--- src/rtl/button_encoder_if.sv ---
// Player-input port bundle between the color buttons / game controller and button_encoder.
// ECHO / ECHO_VALID exist only when BUTTON_ECHO_EN is defined.
interface button_encoder_if;
    logic [3:0] BTN;
    logic       ENABLE;
    logic [1:0] IN;
    logic       IN_VALID;
    logic       ERR;
`ifdef BUTTON_ECHO_EN
    logic [1:0] ECHO;
    logic       ECHO_VALID;

    modport master (
        output BTN,
        output ENABLE,
        input  IN,
        input  IN_VALID,
        input  ERR,
        input  ECHO,
        input  ECHO_VALID
    );

    modport slave (
        input  BTN,
        input  ENABLE,
        output IN,
        output IN_VALID,
        output ERR,
        output ECHO,
        output ECHO_VALID
    );
`else
    modport master (
        output BTN,
        output ENABLE,
        input  IN,
        input  IN_VALID,
        input  ERR
    );

    modport slave (
        input  BTN,
        input  ENABLE,
        output IN,
        output IN_VALID,
        output ERR
    );
`endif
endinterface

--- src/rtl/button_encoder.sv ---
// Four bouncy color buttons -> synchronized, debounced 2-bit code with IN_VALID / ERR strobes.
// Optional BUTTON_ECHO_EN adds ECHO / ECHO_VALID, showing the held color on the display.
module button_encoder #(
    parameter int unsigned DEBOUNCE_CYCLES = 1000
) (
    input  logic           CLK,
    input  logic           RST,
    button_encoder_if.slave bus
);

    localparam int unsigned CNT_W = $clog2(DEBOUNCE_CYCLES + 1);
    localparam logic [CNT_W-1:0] CNT_MAX = CNT_W'(DEBOUNCE_CYCLES - 1);

    typedef enum logic [1:0] {
        StIdle,
        StDebPress,
        StHeld,
        StDebRelease
    } state_e;

    state_e           state_q, state_d;
    logic [3:0]       sync1_q, sync1_d;
    logic [3:0]       sync2_q, sync2_d;
    logic [CNT_W-1:0] cnt_q, cnt_d;
    logic [1:0]       code_q, code_d;
    logic [1:0]       in_q, in_d;
    logic             in_valid_q, in_valid_d;
    logic             err_q, err_d;
`ifdef BUTTON_ECHO_EN
    logic [1:0]       echo_q, echo_d;
    logic             echo_valid_q, echo_valid_d;
`endif

    logic [3:0] s;
    logic       s_zero;
    logic       s_onehot;
    logic       s_multi;
    logic [1:0] s_code;
    logic [3:0] latched_onehot;

    // Two-flop synchronizer per button; only the second stage feeds the FSM.
    assign sync1_d = bus.BTN;
    assign sync2_d = sync1_q;

    assign s              = sync2_q;
    assign s_zero         = (s == 4'b0000);
    assign s_onehot       = !s_zero && ((s & (s - 4'd1)) == 4'b0000);
    assign s_multi        = !s_zero && !s_onehot;
    assign latched_onehot = 4'b0001 << code_q;

    always_comb begin
        s_code = 2'd0;
        unique case (s)
            4'b0001: s_code = 2'd0;
            4'b0010: s_code = 2'd1;
            4'b0100: s_code = 2'd2;
            4'b1000: s_code = 2'd3;
            default: s_code = 2'd0;
        endcase
    end

    always_comb begin
        state_d      = state_q;
        cnt_d        = cnt_q;
        code_d       = code_q;
        in_d         = in_q;
        in_valid_d   = 1'b0;
        err_d        = 1'b0;
`ifdef BUTTON_ECHO_EN
        echo_d       = echo_q;
        echo_valid_d = echo_valid_q;
`endif

        unique case (state_q)
            StIdle: begin
                if (s_onehot) begin
                    code_d  = s_code;
                    cnt_d   = '0;
                    state_d = StDebPress;
                end else if (s_multi) begin
                    err_d   = 1'b1;
                    state_d = StHeld;
`ifdef BUTTON_ECHO_EN
                    echo_valid_d = 1'b0;
`endif
                end
            end

            StDebPress: begin
                if (s == latched_onehot) begin
                    if (cnt_q == CNT_MAX) begin
                        state_d = StHeld;
                        // ENABLE matters only here; a disabled qualification is consumed.
                        if (bus.ENABLE) begin
                            in_d       = code_q;
                            in_valid_d = 1'b1;
                        end
`ifdef BUTTON_ECHO_EN
                        echo_d       = code_q;
                        echo_valid_d = 1'b1;
`endif
                    end else begin
                        cnt_d = cnt_q + CNT_W'(1);
                    end
                end else if (s_multi) begin
                    err_d   = 1'b1;
                    state_d = StHeld;
`ifdef BUTTON_ECHO_EN
                    echo_valid_d = 1'b0;
`endif
                end else begin
                    state_d = StIdle;
`ifdef BUTTON_ECHO_EN
                    echo_valid_d = 1'b0;
`endif
                end
            end

            StHeld: begin
                if (s_zero) begin
                    cnt_d   = '0;
                    state_d = StDebRelease;
                end
            end

            StDebRelease: begin
                if (!s_zero) begin
                    state_d = StHeld;
                end else if (cnt_q == CNT_MAX) begin
                    state_d = StIdle;
`ifdef BUTTON_ECHO_EN
                    echo_valid_d = 1'b0;
`endif
                end else begin
                    cnt_d = cnt_q + CNT_W'(1);
                end
            end

            default: begin
                state_d = StIdle;
            end
        endcase
    end

    always_ff @(posedge CLK) begin
        if (RST) begin
            state_q      <= StIdle;
            sync1_q      <= '0;
            sync2_q      <= '0;
            cnt_q        <= '0;
            code_q       <= '0;
            in_q         <= '0;
            in_valid_q   <= 1'b0;
            err_q        <= 1'b0;
`ifdef BUTTON_ECHO_EN
            echo_q       <= '0;
            echo_valid_q <= 1'b0;
`endif
        end else begin
            state_q      <= state_d;
            sync1_q      <= sync1_d;
            sync2_q      <= sync2_d;
            cnt_q        <= cnt_d;
            code_q       <= code_d;
            in_q         <= in_d;
            in_valid_q   <= in_valid_d;
            err_q        <= err_d;
`ifdef BUTTON_ECHO_EN
            echo_q       <= echo_d;
            echo_valid_q <= echo_valid_d;
`endif
        end
    end

    assign bus.IN       = in_q;
    assign bus.IN_VALID = in_valid_q;
    assign bus.ERR      = err_q;
`ifdef BUTTON_ECHO_EN
    assign bus.ECHO       = echo_q;
    assign bus.ECHO_VALID = echo_valid_q;
`endif

endmodule

--- src/flat_wrapper.sv ---
// flat-port wrapper written by rule: the top's interface ports become plain ports
module button_encoder_flat 
#(
    parameter int unsigned DEBOUNCE_CYCLES = 1000
)
  (CLK, RST, bus_BTN, bus_ENABLE, bus_IN, bus_IN_VALID, bus_ERR);
  button_encoder_if bus_i ();
  input  logic CLK;
  input  logic RST;
  input wire logic [$bits(bus_i.BTN)-1:0] bus_BTN;
  input wire logic [$bits(bus_i.ENABLE)-1:0] bus_ENABLE;
  output wire logic [$bits(bus_i.IN)-1:0] bus_IN;
  output wire logic [$bits(bus_i.IN_VALID)-1:0] bus_IN_VALID;
  output wire logic [$bits(bus_i.ERR)-1:0] bus_ERR;
  assign bus_i.BTN = bus_BTN;
  assign bus_i.ENABLE = bus_ENABLE;
  assign bus_IN = bus_i.IN;
  assign bus_IN_VALID = bus_i.IN_VALID;
  assign bus_ERR = bus_i.ERR;
  button_encoder #(.DEBOUNCE_CYCLES(DEBOUNCE_CYCLES)) u_core (.CLK(CLK), .RST(RST), .bus(bus_i));
endmodule
--- config.mk ---
export PLATFORM = sky130hd
export DESIGN_NAME = button_encoder_flat
export DESIGN_NICKNAME = d
export VERILOG_FILES = /design/src/rtl/button_encoder_if.sv /design/src/rtl/button_encoder.sv /design/src/flat_wrapper.sv
export SDC_FILE = /design/constraint.sdc
export NUM_CORES = 1
export LEC_CHECK = 0
export CAP_MARGIN = 10
export CORE_ASPECT_RATIO = 0.6
export CORE_MARGIN = 2
export CORE_UTILIZATION = 60
export DETAILED_ROUTE_END_ITERATION = 7
export GPL_ROUTABILITY_DRIVEN = 0
export PLACE_DENSITY_LB_ADDON = 0.08
export SETUP_SLACK_MARGIN = 0.15
export SYNTH_ARGS = -nofsm -noshare
export SYNTH_HDL_FRONTEND = slang
export SYNTH_SLANG_ARGS = --single-unit
--- constraint.sdc ---
create_clock -name CLK -period 4.6 [get_ports CLK]
set_input_delay 0.46 -clock CLK [delete_from_list [all_inputs] [get_ports CLK]]
set_output_delay 0.46 -clock CLK [all_outputs]
set_load 0.03 [all_outputs]
==> flow_summary.toml <==
[power]
p_leak_nw = 0.468
p_sw_uw = 121
power_per_cell_area_nw_per_um2 = 327
peakVddDrop_mv = 0.274
intPower_uw = 349
combinationalPowerShare_pct = 13.6
seqPwrFrac_pct = 53.1
clkPwrFrac_pct = 33.3
netSwitchingFraction_pct = 25.7

[sta]
relSlewSlack_pct = 21.2
min_period_ns = 2.40
final_hold_viol_count = 0
finalSetupTns_ns = 0
slew_viol_final = 0
fmax_ghz = 0.417
period_share_pct = 52.1
finClkSkew_ns = 0.00616
setup_viol = 0
worst_slew_pin_slew_ns = 1.18
rsz0062_at_grt = "false"

[drt]
vias = 1102
postRouteAntennaNets = 0
drt-wirelength-per-cell_um = 14.1
drc = 0
first_pass_iters = 5
drt_iter0_drc = 97
routed_via_density = 6.12
wl_um = 2550

[global_routing]
antenna_found_initial = 0
grt_max_degree = 20
overflow = 0
grt_pass1_vias = 866
grtUsageTotal_pct = 22.1
grt_first_pass_wirelength_um = 4200

[synthesis]
mappedNetlistArea_um2 = 1300
ys_seq_area_share_pct = 40.1
ys.flop_type = "dfxtp_1"
yosysWarnings = 0
syn_inst = 148
synth.distinct_cells = 49
synth_seq_cells = 26
syn-num-nets = 156
avgSynthCellArea_um2 = 8.78
synthArstFlopShare_pct = 0
synth_edf_count = 0

[final_layout]
area_growth_pct = 10.5
seq_area_um2 = 520
drive_above_1_share_pct = 5.26
multi_input_area_um2 = 708
stdcell_count = 180
fin_area_um2 = 1440
antenna-diode-count = 0
fin_nets = 161
mostFrequentLayoutCells = "dfxtp_1, a21oi_1, clkdlybuf4s50_1, nor2_1, nor2b_1"
final_common_cell = "dfxtp_1"
fillers = 141

[critical_path]
cp-start-kind = "register"
cp-end-kind = "register"
cp_cell_sequence = "nor4b_1, o311ai_2, or4_1, a21oi_1"
critical-path-slowest-cell = "dfxtp_1"
cpPeakStageDelay_ns = 0.60
critical_path_class = "register to register"
worstPathMaxFanout = 19
rrSetupSlack_ns = 2.20
critical_path_required_ns = 4.86
timing.rr.start = "u_core.s[1]$_SDFF_PP0_"
worstPathArrival_ns = 2.66
timing.rr.end = "u_core.cnt_q[4]$_SDFFE_PP0P_"
reg2reg_depth = 4

[clocking]
htreeDepth = 1
clk_pin_slew_ns = 0.13
clock_latency_ns = 0.33
cts_tree = "built"
cts-root-buf = "clkbuf_4"
cts_resized = 0
cts.sinks = 26
cts_made_buffers = 3
cts_hold_buffers = 0
clk_path_buf_depth = 2
post_cts_buffers = 0

[min_path]
worstHoldEndpoint = "u_core.s[2]$_SDFF_PP0_"
min_path_type = "register to register"
whs_path_depth = 1
min_from = "u_core.sync1_q[2]$_SDFF_PP0_"

[floorplanning]
die-area_um2 = 2570
die_w_um = 64.1
num_rows = 12
core-area_um2 = 1940
die_h_um = 40.0
start_util_pct = 67.1
io_pins = 11

[placed_design]
postPlaceCellArea_um2 = 1380
hpwl_um = 1750
numPlacedInstances = 176
portBuffers = 10

[run_status]
status = "complete, no violations"

[job]
cap_violations = 0
-- sequential cells by signal (all words and copies together) (netlist names) --
name / cells
u_core.code_q: 2
u_core.bus.IN: 2
u_core.state_q: 2
u_core.bus.IN_VALID: 1
u_core.bus.ERR: 1
u_core.sync1_q: 4
u_core.cnt_q: 10
u_core.s: 4
-- worst max-delay path: cells and delay by family (launching register included) --
family | cells | cell delay, ns
DFF | 1 | 0.60
AOI/OAI and AO/OA | 2 | 0.60
and+or+nand+nor | 2 | 1.13
-- power groups by stage --
stage | Combinational, mW | Clock [mW] | Sequential (mW)
2_1_floorplan | 0.0560 | 0 | 0.246
5_1_grt | 0.0719 | 0.168 | 0.251
4_1_cts | 0.0631 | 0.159 | 0.248
3_5_place_dp | 0.0625 | 0 | 0.253
6_report | 0.0639 | 0.156 | 0.249
3_3_place_gp | 0.0602 | 0 | 0.253
-- per-layer routing --
| layer | global-route usage (%) | up-vias | wire length [um] |
|---|---|---|---|
| li1 | - | 555 | - |
| met1 | 32.4 | 485 | 1260 |
| met2 | 31.3 | 55 | 1030 |
| met3 | 7.02 | 7 | 232 |
| met4 | 5.43 | 0 | 19 |
| met5 | 0 | - | 0 |
-- layout make-up --
| cell class | count | share of cell area [%] |
|---|---|---|
| timing repair buffer | 10 | 6.97 |
| clock inverter | 1 | 2.09 |
| multi-input combinational | 107 | 49.3 |
| tap | 28 | 2.44 |
| sequential | 26 | 36.3 |
| clock buffer | 3 | 1.57 |
| inverter | 5 | 1.31 |
-- synth_stat cells (2+ instances only) --
cell	count	area share (%)
and3_1	2	0.96
nand3_1	4	1.5
nand4_1	4	1.9
a21oi_1	10	3.9
nor3b_1	2	1.2
o31ai_1	6	3.5
or4_1	6	3.5
nor2b_1	9	4.3
inv_1	5	1.4
xor2_1	2	1.3
nor3_1	5	1.9
nor2_1	9	2.6
and2_1	2	0.96
buf_2	5	1.9
o21ai_0	4	1.5
dfxtp_1	26	40
nor4_1	2	0.96
clkbuf_1	3	0.87
or3b_1	2	1.3
xnor2_1	2	1.3
nand2_1	7	2.0
mux2i_1	4	3.1
-- cell families after synthesis --
family,count (synthesis),synth area share [%]
AO/OA/AOI/OAI,33,17.3
buffers and inverters,15,5.39
adder cells (fa/ha/maj),2,1.73
multiplexers,4,3.08
flip-flops,26,40.1
XOR/XNOR,4,2.70
AND/OR/NAND/NOR,64,29.7
-- stage by stage --
step | utilization [%] | power [mW] | hold slack (ns) | setup WS (ns)
final | 74.1 | 0.470 | 0.453 | 2.20
after global routing | 74.1 | 0.491 | 0.471 | 2.06
after global placement | 71.4 | 0.313 | 0.425 | 2.35
after CTS | 74.1 | 0.471 | 0.458 | 2.22
after floorplan | - | 0.302 | 0.414 | 2.65
after detailed placement | 71.4 | 0.316 | 0.426 | 2.30
-- worst max-delay path by stage --
stage	cells past startpoint	from	slack, ns	to
6_report	4	u_core.s[1]$_SDFF_PP0_	2.20	u_core.cnt_q[4]$_SDFFE_PP0P_
5_1_grt	4	u_core.s[1]$_SDFF_PP0_	2.06	u_core.cnt_q[4]$_SDFFE_PP0P_
4_1_cts	4	u_core.s[1]$_SDFF_PP0_	2.22	u_core.cnt_q[4]$_SDFFE_PP0P_
3_5_place_dp	4	RST	2.30	u_core.cnt_q[4]$_SDFFE_PP0P_
3_3_place_gp	4	RST	2.35	u_core.cnt_q[7]$_SDFFE_PP0P_
2_1_floorplan	7	u_core.code_q[0]$_SDFFE_PP0P_	2.65	u_core.cnt_q[9]$_SDFFE_PP0P_
Note: power is estimated with default switching activity, not from simulation.
==> RTL change: new RTL, same flow settings <==
`DEBOUNCE_CYCLES` is set to 1000 in 2 places; all go to 2000.
--- a/src/rtl/button_encoder.sv
+++ b/src/rtl/button_encoder.sv
@@ -2,5 +2,5 @@
 // Optional BUTTON_ECHO_EN adds ECHO / ECHO_VALID, showing the held color on the display.
 module button_encoder #(
-    parameter int unsigned DEBOUNCE_CYCLES = 1000
+    parameter int unsigned DEBOUNCE_CYCLES = 2000
 ) (
     input  logic           CLK,
--- a/src/flat_wrapper.sv
+++ b/src/flat_wrapper.sv
@@ -2,5 +2,5 @@
 module button_encoder_flat 
 #(
-    parameter int unsigned DEBOUNCE_CYCLES = 1000
+    parameter int unsigned DEBOUNCE_CYCLES = 2000
 )
   (CLK, RST, bus_BTN, bus_ENABLE, bus_IN, bus_IN_VALID, bus_ERR);
Function: same outputs for any inputs over 10 cycles, from zero or initial values and one cycle with RST high; that may be too few to reach the edited logic, so the function may still have changed.
==> RTL change against the unedited design <==
Hold slack worse by 0.0087 ns. Synthesized area up 11%. Sequential cell count up 1. Worst setup slack worse by 0.56 ns. Routed wire length up 12%. Design area up 10%. Synthesized cell count up 12%.
Power is not compared: it rests on default switching activity, and its combinational part moved more than twofold at a synthesized area within 25%.
==> RTL change: results (changes against the unedited design) <==
Post-synth EDFFs - 0 (unchanged)
Largest cells by area after synthesis - dfxtp_1 38%, mux2i_1 4.9%, nor2_1 4.7%
Clock distribution power - 0.000139 W
Total CTS buffers - 3 (unchanged)
Drt first pass iters - 4 (-1)
Worst Setup EP - u_core.cnt_q[7]
Clock root buffer master - clkbuf_8
CTS H-tree lvls - 1 (unchanged)
Int Pwr - 0.0003796 W
Max reg flops - 11 (+1)
Reg2reg setup slack - 1.65 ns (-0.56 ns)
Biggest register - u_core.cnt_q
Layout cells sized above 1 - 8.235% (+3.0 points)
Worst-skew pair later-pin latency - 0.27 ns (-0.06 ns)
Fill cells - 195 (+38%)
Largest net degree at the start of global routing - 24 (+20%)
Crit path DAT - 3.13 ns (+0.47 ns)
R2R cell count - 6 (+2)
Total global-route track usage - 23.06% (+0.92 points)
Clk_skew - 0.002920 ns (-0.003245 ns)
Run status - completed
Worst vdd ir - 225.3 uV
CP Launch Point - u_core.s[1]
Drt initial violations - 101 (+4.1%)
Post-synth top cells - 27 x dfxtp_1, 18 x nor2_1, 11 x a21oi_1, 11 x nand3_1
First-pass GRT wire length - 4954 um (+18%)
Syn nets - 174 (+12%)
Max_slew headroom - 38.01% (+17 points)
Post-CTS setup buffers - 0 (unchanged)
Routed vias - 1213 (+10%)
Avg WL per Cell - 14.21 um (+0.43%)
Ant. Diodes - 0 (unchanged)
Port Buf Inserts - 10 (unchanged)
Initial antenna violation count - 0 (unchanged)
Leak - 0.5292 nW
Seq/Total Area, Yosys - 37.53% (-2.5 points)
HP Class - reg2reg
Yosys cell types - 52 (+6.1%)
PostCTS Resize Cnt - 0 (unchanged)
Critical path peak fanout - 17 (-2)
Ys async rst share - 0% (unchanged)
Max Root-Sink Buffers - 2 (unchanged)
Synth warn - 0 (unchanged)
Worst-path clk slew - 0.09 ns (-0.04 ns)
Nets@finish - 179 (+11%)
Post-DP HPWL - 2038 um (+17%)
Power consumed by sequential cells - 0.000291 W
Vias in the first global route - 1038 (+20%)
Hold depth - 1 (unchanged)
## RTL change: worst max-delay path: stages (launching register included)
cell       delay, ns
dfxtp_1         0.62
or3b_1          0.41
a2111oi_2       0.36
nor3_2          0.15
a311oi_4        0.86
a311oi_1        0.21
a41o_1          0.25
## RTL change: per-layer routing
layer	track usage [%]	vias up	routed length [um]
met1	35.65	557	1401
met5	0	-	0
met2	32.48	44	1263
met3	5.962	0	176
met4	3.673	0	0
li1	-	612	-
## RTL change: cells by family after synthesis
group	after synthesis	share of synthesized area (%)
buffers and inverters	15	4.605
multiplexers	8	5.647
AO/OA/AOI/OAI	32	17.73
flip-flops	27	37.53
adder cells (fa/ha/maj)	2	1.564
AND/OR/NAND/NOR	77	29.89
XOR/XNOR	5	3.041
## RTL change: how the worst min path moves through the flow
stage                     slack (ns)               from     endpoint
after floorplan                 0.41  u_core.sync1_q[0]  u_core.s[0]
after global placement          0.42  u_core.sync1_q[0]  u_core.s[0]
after detailed placement        0.42  u_core.sync1_q[2]  u_core.s[2]
after CTS                       0.45  u_core.sync1_q[2]  u_core.s[2]
after global routing            0.46  u_core.sync1_q[0]  u_core.s[0]
final                           0.44  u_core.sync1_q[2]  u_core.s[2]
## RTL change: metrics by stage
step	setup slack, ns	area, um^2	instances	hold slack [ns]	total power, W
after global placement	1.824	1530	196	0.4184	0.0004214
after global routing	1.528	1579	200	0.4592	0.0005980
after CTS	1.678	1579	200	0.4477	0.0005659
final	1.645	1579	200	0.4448	0.0005643
after detailed placement	1.696	1530	196	0.4247	0.0004295
after floorplan	2.395	1440	166	0.4138	0.0004077
## RTL change: cell type report
class,count,share of cell area (%)
flip-flops and latches,27,34.23
multi-input cells,124,52.77
inverters,5,1.189
well taps,30,2.377
clock buffers,3,2.615
clock inverters,1,0.4754
repair buffers,10,6.339
